## src/rtl/pwm_peripheral.sv

```systemverilog
// 16-pin PWM/static output block with write-only register file.
// Ports: clk, rst_n, wr_en/wr_addr/wr_data (register writes), out[15:0], pwm_sync.
module pwm_peripheral #(
  parameter int PRESCALE = 3000
) (
  input  logic        clk,
  input  logic        rst_n,
  input  logic        wr_en,
  input  logic [6:0]  wr_addr,
  input  logic [7:0]  wr_data,
  output logic [15:0] out,
  output logic        pwm_sync
);

  localparam logic [11:0] PRE_MAX = 12'(PRESCALE - 1);

  logic [15:0] en_out;
  logic [15:0] en_pwm;
  logic [7:0]  duty;
  logic [7:0]  duty_act;
  logic [11:0] pre_cnt;
  logic [7:0]  pwm_cnt;
  logic [7:0]  cnt_nxt;
  logic [7:0]  act_nxt;
  logic        tick;
  logic        wrap;
  logic        pwm_sig;
  logic [15:0] out_nxt;

  assign tick = (pre_cnt == PRE_MAX);
  assign wrap = tick && (pwm_cnt == 8'hFF);

  // Compare against the post-edge counter and shadow so the first
  // output update of a period lands in the same cycle as pwm_sync.
  always_comb begin
    cnt_nxt = tick ? pwm_cnt + 8'd1 : pwm_cnt;
    act_nxt = wrap ? duty : duty_act;
    pwm_sig = (act_nxt == 8'hFF) || (cnt_nxt < act_nxt);
    out_nxt = en_out & (~en_pwm | {16{pwm_sig}});
  end

  always_ff @(posedge clk) begin
    if (!rst_n) begin
      en_out   <= '0;
      en_pwm   <= '0;
      duty     <= '0;
      duty_act <= '0;
      pre_cnt  <= '0;
      pwm_cnt  <= '0;
      out      <= '0;
      pwm_sync <= 1'b0;
    end else begin
      pre_cnt  <= tick ? 12'd0 : pre_cnt + 12'd1;
      pwm_cnt  <= cnt_nxt;
      duty_act <= act_nxt;
      pwm_sync <= wrap;
      out      <= out_nxt;
      if (wr_en) begin
        unique case (wr_addr)
          7'h00:   en_out[7:0]  <= wr_data;
          7'h01:   en_out[15:8] <= wr_data;
          7'h02:   en_pwm[7:0]  <= wr_data;
          7'h03:   en_pwm[15:8] <= wr_data;
          7'h04:   duty         <= wr_data;
          default: ;
        endcase
      end
    end
  end

endmodule

```

## config.mk

```make
export PLATFORM = sky130hd
export DESIGN_NAME = pwm_peripheral
export DESIGN_NICKNAME = d
export VERILOG_FILES = /design/src/rtl/pwm_peripheral.sv
export SDC_FILE = /design/constraint.sdc
export NUM_CORES = 1
export LEC_CHECK = 0
export ABC_AREA = 1
export BUFFER_PORTS_ARGS = -buffer_cell sky130_fd_sc_hd__buf_2
export CAP_MARGIN = 20
export CORE_MARGIN = 4
export CORE_UTILIZATION = 45
export CTS_BUF_LIST = sky130_fd_sc_hd__clkbuf_16
export CTS_CLUSTER_DIAMETER = 80
export DETAILED_ROUTE_END_ITERATION = 7
export PLACE_DENSITY = 0.72
export SYNTH_ARGS = -nofsm -noshare
export SYNTH_HDL_FRONTEND = slang
export SYNTH_SLANG_ARGS = --single-unit
```

## constraint.sdc

```tcl
create_clock -name clk -period 4.6 [get_ports clk]
set_clock_uncertainty 0.1 [all_clocks]
set_input_delay 0.23 -clock clk [delete_from_list [all_inputs] [get_ports clk]]
set_output_delay 0.23 -clock clk [all_outputs]
set_load 0.01 [all_outputs]
```

==> results.yml <==
outcome:
  status: "complete, no violations"
detailed_routing:
  drt_iter0_markers: 133
  viasPerCell: 4.806
  firstDrtPassIters: 5
  drt-total-wl_mm: 7.429
  wl_per_cell_um: 11.55
  drc: 0
  vias: 3090
  drtAntennaViolNets: 0
layout:
  area_growth_pct: 13.95
  multi_input_area_um2: 1673
  fill_cells: 778
  final_core_util_pct: 52.51
  drive_above_1_share_pct: 17.66
  seq_area_um2: 1702
  instances_no_fill: 643
  diodes: 0
  nets: 559
grt:
  antenna_found_initial: 0
  overflow: 0
  grt_pass1_vias: 2849
  grt_max_degree: 57
  grt_usage_pct: 15.78
  grt_pass1_wl_mm: 12.70
timing:
  clock.fmax_mhz: 320.9
  fin_crit_sh_pct: 67.75
  setup_viol: 0
  tightest_slew_ns: 0.8266
  hold_ws_ns: 0.1152
  drv_slew: 0
  layout_min_cycle_time_ns: 3.117
  setup_tns_ns: 0
  hold_viol: 0
  relSlewSlack_pct: 44.90
  rsz0062_at_grt: "no"
die:
  core_um2: 8175
  die-area_um2: 9900
  pin_count: 35
  fp-row-count: 33
  start_util_pct: 46.08
  fp.dieH_um: 99.50
  die_w_um: 99.50
placement:
  hpwl_mm: 5.246
  gp_congestion: 0.7936
  io_buffers: 34
  dp.cells: 627
logic_synthesis:
  yosys.area_share.adder_pct: 2.657
  synthSimpleGateAreaFrac_pct: 31.19
  synth-seq-area-share_pct: 45.17
  synthesis.instances: 500
  avgSynthCellArea_um2: 7.535
  synth_seq_cells: 85
  syn_area_um2: 3767
  synth_top_family_by_area: "simple AND/OR/NAND/NOR gates"
  synth_edf_count: 0
  synthMuxAreaShare_pct: 0.2657
  syn_nets: 526
  async_reset_ff_share_pct: 0
  synth_ff_type: "dfxtp_1"
  yosysUniqueCellTypes: 39
  synth-compound-area-share_pct: 8.436
  synth_xor_area_share_pct: 1.860
  synth_warnings: 0
clock_tree:
  cts_setup_buffers: 0
  cts_max_path_buffers: 2
  h-tree-depth: 3
  numCtsBuffers: 9
  clock-root-buffer: "clkbuf_16"
  hold_buffers: 0
  cts_tree: "done"
  clock-sinks: 85
  ctsResizeCount: 0
  clk_pin_slew_ns: 0.07
  clk-insertion-delay-late_ns: 0.33
setup_path:
  arrival_ns: 3.30
  critPathLaunchType: "flip-flop"
  cp_slowest_cell: "dfxtp_1"
  cpLargestDelayFamily: "simple AND/OR/NAND/NOR gates"
  cp_num_cells: 18
  r2r-start: "pre_cnt[0]$_SDFF_PP0_"
  cp_cell_sequence: "ha_1 -> nand2_2 -> inv_2 -> nand2_2 -> nor2_4 -> nand2_2 -> nor3b_2 -> nand2_1 -> nor2_1 -> xor2_1 -> ha_1 -> nand2_1 -> nor2_1 -> a211oi_1 -> nand2_4 -> nand3_1 -> nand2_1 -> inv_1"
  crit_type: "reg -> reg"
  ff2ff_setup_slack_ns: 1.48
  crit_end: "out[1]$_SDFF_PN0_"
  critPathLaunch: "pre_cnt[0]$_SDFF_PP0_"
  critPathBufInv: 2
  rr_worst_depth: 18
  r2r-end: "out[1]$_SDFF_PN0_"
  cp.required_ns: 4.78
  crit_fanout: 16
  critPathCaptureType: "flip-flop"
  crit_path_max_incr_delay_ns: 0.35
min_path:
  hold_path_class: "in -> reg"
power:
  max-vdd-ir-drop_uv: 203.3
  p_leak_nw: 2.118
  power.density_nw_per_um2: 340.2
flow_run:
  max-cap-violations: 0
[cell usage after synthesis (2+ instances only)]
library cell	n	area, um2
nand3_4	2	35.03
nor4_1	9	56.30
nor2_1	100	375.4
a211oi_1	3	22.52
o21ai_0	40	200.2
nand2_1	73	274.0
nand3_2	14	140.1
a21oi_1	13	65.06
nor3_1	9	45.04
xor2_1	6	52.55
nor2_4	2	22.52
nand2_2	9	56.30
ha_1	8	100.1
inv_1	73	274.0
clkbuf_1	12	45.04
inv_2	7	26.28
dfxtp_1	85	1702
nand2_4	2	22.52
xnor2_1	2	17.52
nand3_1	12	60.06
[registers in the layout (all words and copies together) (netlist names)]
signal    count
duty          8
duty_act      8
en_out       16
en_pwm       16
out          16
pre_cnt      12
pwm_cnt       8
pwm_sync      1
[where the power goes]
group | switching [mW] | internal [mW] | total (mW)
Clock | 0.308 | 0.372 | 0.680
Sequential | 0.00226 | 0.740 | 0.742
Combinational | 0.0272 | 0.0108 | 0.0381
Total | 0.337 | 1.12 | 1.46
[cell families (layout without fill, tap and decap cells)]
family / after synthesis / in the layout
mux: 1 / 1
flops: 85 / 85
buf+inv: 97 / 135
xor+xnor: 8 / 8
compound gates: 60 / 60
simple gates: 241 / 241
fa+ha+maj: 8 / 8
[final cells by class]
cell class	count	share of cell area, %
sequential	85	39.64
multi-input combinational	318	38.97
inverter	82	7.287
clock inverter	7	1.312
timing repair buffer	37	4.488
tap	105	3.060
clock buffer	9	5.246
[stage by stage]
step	instance area (um2)	total power [mW]	worst slack, ns
floorplan	3767	0.7796	1.834
global placement	4011	0.7963	1.653
detailed placement	4011	0.7971	1.562
CTS	4293	1.473	1.486
global route	4293	1.513	1.217
finish	4293	1.460	1.483
[per-layer routing]
metal | up-vias | track usage (%) | wire length, um
li1 | 1632 | - | -
met1 | 1383 | 21.11 | 3597
met2 | 63 | 25.21 | 3325
met3 | 12 | 3.787 | 387
met4 | 0 | 5.042 | 119
met5 | - | 0 | 0
[how the worst min path moves through the flow]
stage | from | cells after the start | slack, ns | to
after detailed placement | pre_cnt[0]$_SDFF_PP0_ | 1 | 0.35 | pre_cnt[0]$_SDFF_PP0_
after CTS | wr_data[2] | 3 | 0.11 | en_pwm[10]$_SDFFE_PN0P_
final | wr_data[3] | 3 | 0.12 | en_out[11]$_SDFFE_PN0P_
after global placement | pre_cnt[0]$_SDFF_PP0_ | 1 | 0.33 | pre_cnt[0]$_SDFF_PP0_
after floorplan | wr_data[2] | 2 | 0.26 | en_pwm[10]$_SDFFE_PN0P_
after global routing | wr_data[5] | 3 | 0.13 | en_pwm[5]$_SDFFE_PN0P_
[worst register-to-register path: cells and delay by family, from the launching register on]
| kind | cells | cell delay (ns) |
|---|---|---|
| simple gates | 12 | 1.49 |
| flops | 1 | 0.35 |
| fa+ha+maj | 2 | 0.47 |
| compound gates | 1 | 0.33 |
| xor+xnor | 1 | 0.20 |
| buf+inv | 2 | 0.13 |
[placed cells by master (no fill, tap or decap), types with 2 or more instances in the layout]
master | Yosys | layout
a211oi_1 | 3 | 3
a21oi_1 | 13 | 13
buf_2 | 0 | 34
buf_4 | 0 | 3
clkbuf_16 | 0 | 9
clkinv_1 | 1 | 2
clkinv_4 | 1 | 2
clkinvlp_4 | 0 | 2
dfxtp_1 | 85 | 85
ha_1 | 8 | 8
inv_1 | 73 | 73
inv_2 | 7 | 7
inv_6 | 0 | 2
nand2_1 | 73 | 73
nand2_2 | 9 | 9
nand2_4 | 2 | 2
nand3_1 | 12 | 12
nand3_2 | 14 | 14
nand3_4 | 2 | 2
nor2_1 | 100 | 100
nor2_4 | 2 | 2
nor3_1 | 9 | 9
nor4_1 | 9 | 9
o21ai_0 | 40 | 40
xnor2_1 | 2 | 2
xor2_1 | 6 | 6
No activity file was read; power rests on OpenSTA's default activity.
